===== src/rtl/usb_out_pkg.sv =====
// Shared definitions for the USB output arbiter: FSM state codes, channel
// indices and a small one-hot helper.
package usb_out_pkg;

  typedef logic [2:0] state_t;

  localparam state_t ST_IDLE       = 3'd0;
  localparam state_t ST_LOAD       = 3'd1;
  localparam state_t ST_SEND_LO    = 3'd2;
  localparam state_t ST_SEND_HI    = 3'd3;
  localparam state_t ST_FLUSH_ARM  = 3'd4;
  localparam state_t ST_FLUSH_WAIT = 3'd5;

  localparam logic CH_DATA = 1'b0;
  localparam logic CH_STAT = 1'b1;

  function automatic logic [1:0] ch_onehot(input logic ch);
    return ch ? 2'b10 : 2'b01;
  endfunction

endpackage


===== src/rtl/usb_out_arbiter_rr_arb2.sv =====
// Two-requester round-robin picker. Remembers the last owner; the pick is
// combinational and the owner memory only moves on the update strobe.
module rr_arb2
  import usb_out_pkg::*;
(
  input  logic       ifclk,
  input  logic       reset,
  input  logic [1:0] i_req,
  input  logic       i_update,
  input  logic       i_owner,
  output logic       o_any,
  output logic       o_pick
);

  logic r_last_owner;

  always_ff @(posedge ifclk) begin
    if (reset) begin
      r_last_owner <= CH_STAT;
    end else if (i_update) begin
      r_last_owner <= i_owner;
    end
  end

  // With both requesting, the channel that did not go last wins.
  assign o_any  = |i_req;
  assign o_pick = (&i_req) ? ~r_last_owner : i_req[1];

endmodule


===== src/rtl/usb_out_arbiter.sv =====
// Shares the 16-bit EZ-USB output path between two 32-bit word streams with
// packet-granular round-robin, a burst limit and manual PKTEND sequencing.
//
// state       | meaning
// ------------+-------------------------------------------------------
// IDLE        | no owner; pick a requester when enabled
// LOAD        | owner granted, waiting for / taking its next word
// SEND_LO     | presenting wbuf[15:0] to DI
// SEND_HI     | presenting wbuf[31:16]; chains the next word if possible
// FLUSH_ARM   | packet done, raise pktend_arm
// FLUSH_WAIT  | hold pktend_arm until PKTEND seen low or timeout
module usb_out_arbiter
  import usb_out_pkg::*;
#(
  parameter int MAX_BURST      = 256,
  parameter int PKTEND_TIMEOUT = 1024
) (
  input  logic        ifclk,
  input  logic        reset,
  input  logic        enable,
  input  logic [31:0] ch0_data,
  input  logic        ch0_valid,
  input  logic        ch0_last,
  output logic        ch0_ready,
  input  logic [31:0] ch1_data,
  input  logic        ch1_valid,
  input  logic        ch1_last,
  output logic        ch1_ready,
  output logic [15:0] usb_di,
  output logic        usb_di_valid,
  input  logic        usb_di_ready,
  output logic        pktend_arm,
  input  logic        pktend_n,
  output logic [1:0]  grant,
  output logic        busy,
  output logic        pktend_to
);

  localparam int TW = (PKTEND_TIMEOUT > 2) ? $clog2(PKTEND_TIMEOUT) : 1;

  state_t        r_state;
  state_t        w_next;
  logic          r_owner;
  logic [1:0]    r_grant;
  logic [31:0]   r_wbuf;
  logic          r_lbuf;
  logic [15:0]   r_burst;
  logic [TW-1:0] r_to_cnt;
  logic          r_busy;
  logic          r_pktend_to;

  logic          w_any;
  logic          w_pick;
  logic          w_own_valid;
  logic [31:0]   w_own_data;
  logic          w_own_last;
  logic          w_xfer;
  logic          w_at_limit;
  logic          w_grant_now;
  logic          w_load;
  logic          w_ack;
  logic          w_to_hit;
  logic          w_release;

  rr_arb2 u_rr (
    .ifclk    (ifclk),
    .reset    (reset),
    .i_req    ({ch1_valid, ch0_valid}),
    .i_update (w_release),
    .i_owner  (r_owner),
    .o_any    (w_any),
    .o_pick   (w_pick)
  );

  assign w_own_valid = (r_owner == CH_DATA) ? ch0_valid : ch1_valid;
  assign w_own_data  = (r_owner == CH_DATA) ? ch0_data  : ch1_data;
  assign w_own_last  = (r_owner == CH_DATA) ? ch0_last  : ch1_last;

  assign w_xfer      = usb_di_valid && usb_di_ready;
  assign w_at_limit  = (r_burst == 16'(MAX_BURST));
  assign w_grant_now = (r_state == ST_IDLE) && enable && w_any;
  assign w_ack       = !pktend_n;
  assign w_to_hit    = (r_to_cnt == '0);

  // A chained load in SEND_HI removes the bubble so a word costs two cycles.
  assign w_load = ((r_state == ST_LOAD) && w_own_valid) ||
                  ((r_state == ST_SEND_HI) && w_xfer && !r_lbuf && !w_at_limit &&
                   enable && w_own_valid);

  assign w_release = ((r_state == ST_SEND_HI) && w_xfer && !r_lbuf && (w_at_limit || !enable)) ||
                     ((r_state == ST_FLUSH_WAIT) && (w_ack || w_to_hit));

  always_comb begin
    w_next = r_state;
    case (r_state)
      ST_IDLE:       if (w_grant_now) w_next = ST_LOAD;
      ST_LOAD:       if (w_own_valid) w_next = ST_SEND_LO;
      ST_SEND_LO:    if (w_xfer) w_next = ST_SEND_HI;
      ST_SEND_HI: begin
        if (w_xfer) begin
          if (r_lbuf)                      w_next = ST_FLUSH_ARM;
          else if (w_at_limit || !enable)  w_next = ST_IDLE;
          else if (w_own_valid)            w_next = ST_SEND_LO;
          else                             w_next = ST_LOAD;
        end
      end
      ST_FLUSH_ARM:  w_next = ST_FLUSH_WAIT;
      ST_FLUSH_WAIT: if (w_ack || w_to_hit) w_next = ST_IDLE;
      default:       w_next = ST_IDLE;
    endcase
  end

  always_ff @(posedge ifclk) begin
    if (reset) begin
      r_state     <= ST_IDLE;
      r_owner     <= CH_DATA;
      r_grant     <= '0;
      r_wbuf      <= '0;
      r_lbuf      <= 1'b0;
      r_burst     <= '0;
      r_to_cnt    <= '0;
      r_busy      <= 1'b0;
      r_pktend_to <= 1'b0;
    end else begin
      r_state <= w_next;
      r_busy  <= (w_next != ST_IDLE);

      if (w_grant_now) begin
        r_owner <= w_pick;
        r_grant <= ch_onehot(w_pick);
        r_burst <= '0;
      end else if (w_next == ST_IDLE) begin
        r_grant <= '0;
      end

      if (w_load) begin
        r_wbuf  <= w_own_data;
        r_lbuf  <= w_own_last;
        r_burst <= r_burst + 16'd1;
      end

      // Loaded so that FLUSH_ARM plus the wait cycles total PKTEND_TIMEOUT.
      if (r_state == ST_FLUSH_ARM) begin
        r_to_cnt <= TW'(PKTEND_TIMEOUT - 2);
      end else if ((r_state == ST_FLUSH_WAIT) && !w_to_hit) begin
        r_to_cnt <= r_to_cnt - TW'(1);
      end

      if ((r_state == ST_FLUSH_WAIT) && !w_ack && w_to_hit) begin
        r_pktend_to <= 1'b1;
      end
    end
  end

  always_comb begin
    usb_di = '0;
    case (r_state)
      ST_SEND_LO: usb_di = r_wbuf[15:0];
      ST_SEND_HI: usb_di = r_wbuf[31:16];
      default:    usb_di = '0;
    endcase
  end

  assign usb_di_valid = (r_state == ST_SEND_LO) || (r_state == ST_SEND_HI);
  assign pktend_arm   = (r_state == ST_FLUSH_ARM) || (r_state == ST_FLUSH_WAIT);
  assign ch0_ready    = w_load && (r_owner == CH_DATA);
  assign ch1_ready    = w_load && (r_owner == CH_STAT);
  assign grant        = r_grant;
  assign busy         = r_busy;
  assign pktend_to    = r_pktend_to;

endmodule


===== config.mk =====
export PLATFORM = sky130hd
export DESIGN_NAME = usb_out_arbiter
export DESIGN_NICKNAME = d
export VERILOG_FILES = /design/src/rtl/usb_out_pkg.sv /design/src/rtl/usb_out_arbiter_rr_arb2.sv /design/src/rtl/usb_out_arbiter.sv
export SDC_FILE = /design/constraint.sdc
export NUM_CORES = 1
export LEC_CHECK = 0
export ABC_AREA = 1
export BUFFER_PORTS_ARGS = -buffer_cell sky130_fd_sc_hd__buf_4
export CORE_AREA = 2 2 97 99
export CTS_CLUSTER_SIZE = 24
export DETAILED_ROUTE_END_ITERATION = 6
export DIE_AREA = 0 0 99 101
export PLACE_DENSITY_LB_ADDON = 0.2
export SLEW_MARGIN = 20
export SYNTH_ARGS = -nofsm -noshare
export SYNTH_HDL_FRONTEND = slang
export SYNTH_SLANG_ARGS = --single-unit
export TNS_END_PERCENT = 20

===== constraint.sdc =====
create_clock -name ifclk -period 2.2 [get_ports ifclk]
set_input_delay 0.44 -clock ifclk [delete_from_list [all_inputs] [get_ports ifclk]]
set_output_delay 0.44 -clock ifclk [all_outputs]
set_load 0.1 [all_outputs]

**After elaboration in Yosys (flattened, before gate mapping)**

Cells that the tools add are included.

- Reductions and logical operators: 37
- Multiplexer cells: 21
- Equal/unequal tests: 6
- Bitwise operators: 2
- Add/subtract/negate cells: 2

Operators by type and width:

| operator | number |
|---|---|
| $mux 16 | 2 |
| $mux 32 | 1 |
| $pmux 16 s2 | 1 |
| $mux 10 | 2 |
| $mux 3 | 6 |
| $pmux 3 s6 | 1 |
| $add 16x1->16 const B | 1 |
| $eq 16x9->1 const B | 1 |
| $logic_and 1x1->1 | 16 |
| $logic_not 10->1 | 1 |
| $mux 2 | 5 |
| $sub 10x1->10 const B | 1 |
| $eq 3x2->1 const B | 2 |
| $eq 3x3->1 const B | 2 |
| $logic_not 3->1 | 2 |
| $logic_or 1x1->1 | 6 |
| $reduce_bool 2->1 | 3 |
| $logic_not 1->1 | 5 |
| $reduce_or 2->1 | 2 |
| $eq 3x1->1 const B | 1 |
| $mux 1 | 3 |
| $reduce_bool 3->1 | 1 |
| $not 1->1 | 2 |
| $reduce_and 2->1 | 1 |

- Input port bits: 73
- Logic and storage cells: 79
- Bits in registers: 68
- Output and inout port bits: 24

**Logic depth before layout (Yosys ltp)**

- Depth after elaboration: 10
- Mapped depth: 15
- Depth with buffers taken out: 15

**Cells and area by module**

Synthesis repeated with hierarchy kept, for this count alone.

- Cell total of the unflattened synthesis: 574
- Area, all modules: 3865.0 sq um

By module, submodules not included:

| module | cells an instance | instances | sequential area each (sq um) | area an instance (sq um) |
|---|---|---|---|---|
| usb_out_arbiter | 566 | 1 | 1341.3 | 3811.2 |
| rr_arb2 | 8 | 1 | 20.0 | 53.8 |

**Worst setup path before layout**

No wires, ideal clock.

- Kind: register to output
- From: register r_state[0]
- To: output usb_di[0]
- Buffers on the path: 1
- Data required time: 1.760 ns
- Setup slack: -1.162 ns
- Arrival time: 2.922 ns
- Stages on the path, launching flop included: 5
- Path through: dfxtp_1 inv_1 nand3_1 clkbuf_1 o21ai_0

- Longest elaborated chain between the ends: 2
- Elaborated cells between the ends (all ways): 3
- Those cells by class: eq/ne (2); mux (1)

RTL lines:

| element | RTL line | source |
|---|---|---|
| start: declaration | usb_out_arbiter.sv:41 | `state_t r_state;` |
| start signal: assignment | usb_out_arbiter.sv:125 | `r_state <= w_next;` |
| $eq 3x2->1 | usb_out_arbiter.sv:157 | `case (r_state)` |
| $pmux 16 s2 * | usb_out_arbiter.sv:157 |  |
| end: declaration | usb_out_arbiter.sv:29 | `output logic [15:0] usb_di,` |

Every way passes the cells marked *; elsewhere a longest branch is shown, timed or not.

**Worst setup path after layout**

- From: register r_state[0]
- To: output usb_di[13]

The elaborated chain is that of the path after synthesis.

==> key figures <==
Synthesis
  • Synth top area share: 39.69%
  • Ys async rst share: 0%
  • Ys flop type: dfxtp_1
  • Top cells by count, synth: nand2_1 (191), dfxtp_1 (68), inv_1 (51)
  • Cell taking the most area after synthesis: dfxtp_1
  • Ys Warns: 0
  • Synth Register Bits: between 60 and 70
  • Cells after synthesis: 528
  • Avg Cell Area, Syn: 6.495 µm²
  • Seq/Total Area, Yosys: between 30% and 40%
  • Count of different cell masters after synthesis: 29
  • EDFF count, synth: 0
  • Most numerous cell in the Yosys netlist: nand2_1
  • Post-Syn Nets: 604
  • Main area contributors after synthesis: dfxtp_1 (40%), nand2_1 (21%), a31oi_1 (6.6%)
  • Synth Cell Area: ~3400 µm²

Detailed routing
  • Wirelength per Cell: 12.73 µm
  • Post-route ant nets: 0
  • Met2 WL: 4316 µm
  • Starting DRC count in detailed routing: between 100 and 150
  • Drt drc: 0
  • Via density: 4.997
  • Final WL: 9574 µm
  • Met3 routed WL: around 620 µm
  • Met1 WL: 4455 µm
  • DR vias: roughly 3800
  • DR top layer: met4
  • TritonRoute pass-1 iters: 6

Power
  • Worst vdd ir: about 0.0003 V
  • P per Cell Area: 610.3 nW/µm²
  • Leakage: 1.928 nW

Setup path
  • Worst r2r dst: r_burst[4]$_SDFFE_PP0P_
  • CP Launch Type: flip-flop
  • Crit Path Category: reg -> out
  • R2R Path Start: r_burst[8]$_SDFFE_PP0P_
  • Critical Path End: usb_di[13]
  • Crit Path Max Fanout: 18
  • Crit path arrival time: 1.74 ns
  • Worst setup path startpoint: r_state[0]$_SDFF_PP0_
  • Worst R2R Setup Slack: 0.18 ns
  • R2R cell count: 11
  • WP data required: 1.76 ns
  • Worst setup EP type: output port

Place
  • Input/output buffers: 96
  • Placed cells: 728
  • Final HPWL DP: 6798 µm
  • GPL Wtd Cong: 0.8164

Timing
  • Final Cycle Share: 98.96%
  • Slew margin rel.: 62.05%
  • RSZ-0062 raised after global routing: yes
  • Final hold viol count: 0
  • Worst slew pin tran: 0.5686 ns
  • Crit path time final: around 2.2 ns
  • Setup TNS: 0 ns
  • Max-slew violations: 0
  • Skew final: 0.009234 ns
  • Setup-failing EPs final: 0
  • Fmax: roughly 0.46 GHz

Floorplanning
  • Die height: 101 µm
  • Initial core utilization: 38.20%
  • # rows: 35
  • Die area: between 9000 and 10000 µm²
  • Die X: around 100 µm
  • Core Area: 8977 µm²
  • # IOs: 97

Global route
  • GRT overflow: 0
  • First-pass GRT wire length: 15670 µm
  • Vias in the first global route: about 3500
  • Initial antenna violation count: 0
  • Pin count of the biggest net entering global routing: 35
  • All-layer global routing usage: 19.29%

Cells and area
  • Register Area: between 1000 and 1500 µm²
  • Fraction of layout cells with a size suffix above 1: 25.12%
  • Non-filler cells in the finished layout: 752
  • Nets: 712
  • Fill cells: 874
  • N_diodes: 0
  • Multi-input gate area: 1799 µm²
  • Area grow syn2layout: 36.26%

Clock tree
  • Sink Count: 68
  • CTS tree: done
  • Clock tree buffer depth: 2
  • Clock Latency Late Sink: approximately 0.35 ns
  • Clk root buf: clkbuf_8
  • Number of buffers inserted by hold repair at cts: 0
  • Clock slew at reported path FFs: 0.08 ns
  • H-Tree Depth: 3
  • Total CTS buffers: 9

Min path
  • Hold_sp: ch0_data[0]
  • Hold Crit Class: in -> reg

Status
  • Status: complete, no violations

Flow run
  • Number of max-cap violations: 0
repair_timing:
action | CTS | global route
hold endpoints to repair | 0 | 0
pin swaps | 1 | 4
gates resized for setup | 8 | 20
endpoints found under the setup margin | 2 | 18
setup buffers | 1 | 7
worst min path at each step:
stage,endpoint,cells past startpoint
after global routing,r_wbuf[25]$_SDFFE_PP0P_,3
after CTS,r_wbuf[0]$_SDFFE_PP0P_,3
after floorplan,u_rr.r_last_owner$_SDFFE_PP1P_,2
after detailed placement,pktend_to$_SDFFE_PP0P_,1
final,r_wbuf[0]$_SDFFE_PP0P_,3
after global placement,u_rr.r_last_owner$_SDFFE_PP1P_,2
per-layer routing:
metal | GRT usage (%) | vias up
met5 | 0 | -
met4 | 7.271 | 0
met3 | 3.953 | 18
met2 | 31.39 | 124
met1 | 25.23 | 1689
li1 | - | 1927
cells by family (layout without fill, tap and decap cells):
logic type / count (synthesis) / in the layout / share of synthesized area (%)
flip-flops: 68 / 68 / 39.69
buffers and inverters: 78 / 191 / 9.048
XOR/XNOR: 2 / 2 / 0.5109
adder cells (fa/ha/maj): 3 / 3 / 1.095
AO/OA/AOI/OAI: 103 / 103 / 16.67
AND/OR/NAND/NOR: 274 / 274 / 32.98
registers in the layout, summed over array words and instances, names as in the netlist:
name	count
r_burst	16
r_lbuf	1
r_wbuf	32
u_rr.r_last_owner	1
pktend_to	1
r_owner	1
r_state	3
busy	1
grant	2
r_to_cnt	10
stage by stage:
step / power [mW] / util [%] / area (µm²) / setup WS (ns) / hold WS, ns
5_1_grt: 2.961 / 52.06 / 4673 / -0.08840 / 0.3523
2_1_floorplan: 1.546 / - / 3430 / -0.4877 / 0.4426
4_1_cts: 2.860 / 50.83 / 4563 / -0.06375 / 0.3335
3_3_place_gp: 1.721 / 48.01 / 4310 / 0.1913 / 0.4579
3_5_place_dp: 1.723 / 48.01 / 4310 / 0.1212 / 0.4690
6_report: 2.852 / 52.06 / 4673 / 0.02293 / 0.3429
cell usage in the layout (no fill, tap or decap), types with 2 or more instances in the layout:
cell type,synthesis,routed
buf_4,1,112
clkinvlp_4,0,2
clkbuf_8,0,9
xor2_1,2,2
nand2_1,191,188
nand3b_1,3,3
o21ai_0,34,18
nor4_1,2,2
buf_6,0,3
buf_12,0,3
dfxtp_1,68,61
a21oi_1,29,29
ha_1,3,2
nand2_2,1,4
nor2_2,0,2
inv_1,51,49
nor2_1,39,37
o21ai_1,0,16
clkinv_1,2,2
o21a_1,2,2
inv_2,4,6
nor3_1,5,4
nand4_1,8,8
nand3_1,18,17
or2_2,2,2
dfxtp_2,0,7
bufinv_16,0,2
a31oi_1,36,36
worst max-delay path, stage by stage, from the launching register on:
cell and delay (ns):
dfxtp_1 0.33, buf_4 0.16, inv_1 0.09, nand3_1 0.08, buf_4 0.21, o21ai_1 0.19
buf_4 0.32
final cells by class:
class                      count  share of cell area (%)
multi-input combinational    382                   38.50
inverter                      57                   4.578
timing repair buffer         118                   20.00
clock buffer                  10                   2.731
clock inverter                 6                   1.901
sequential                    68                   29.32
tap                          111                   2.972
power breakdown:
part / total [mW] / internal (mW) / switching (mW)
clock: 1.14 / 0.638 / 0.499
combinational: 0.421 / 0.170 / 0.251
sequential: 1.29 / 1.27 / 0.0244
Power figures use the tool's default switching activity.
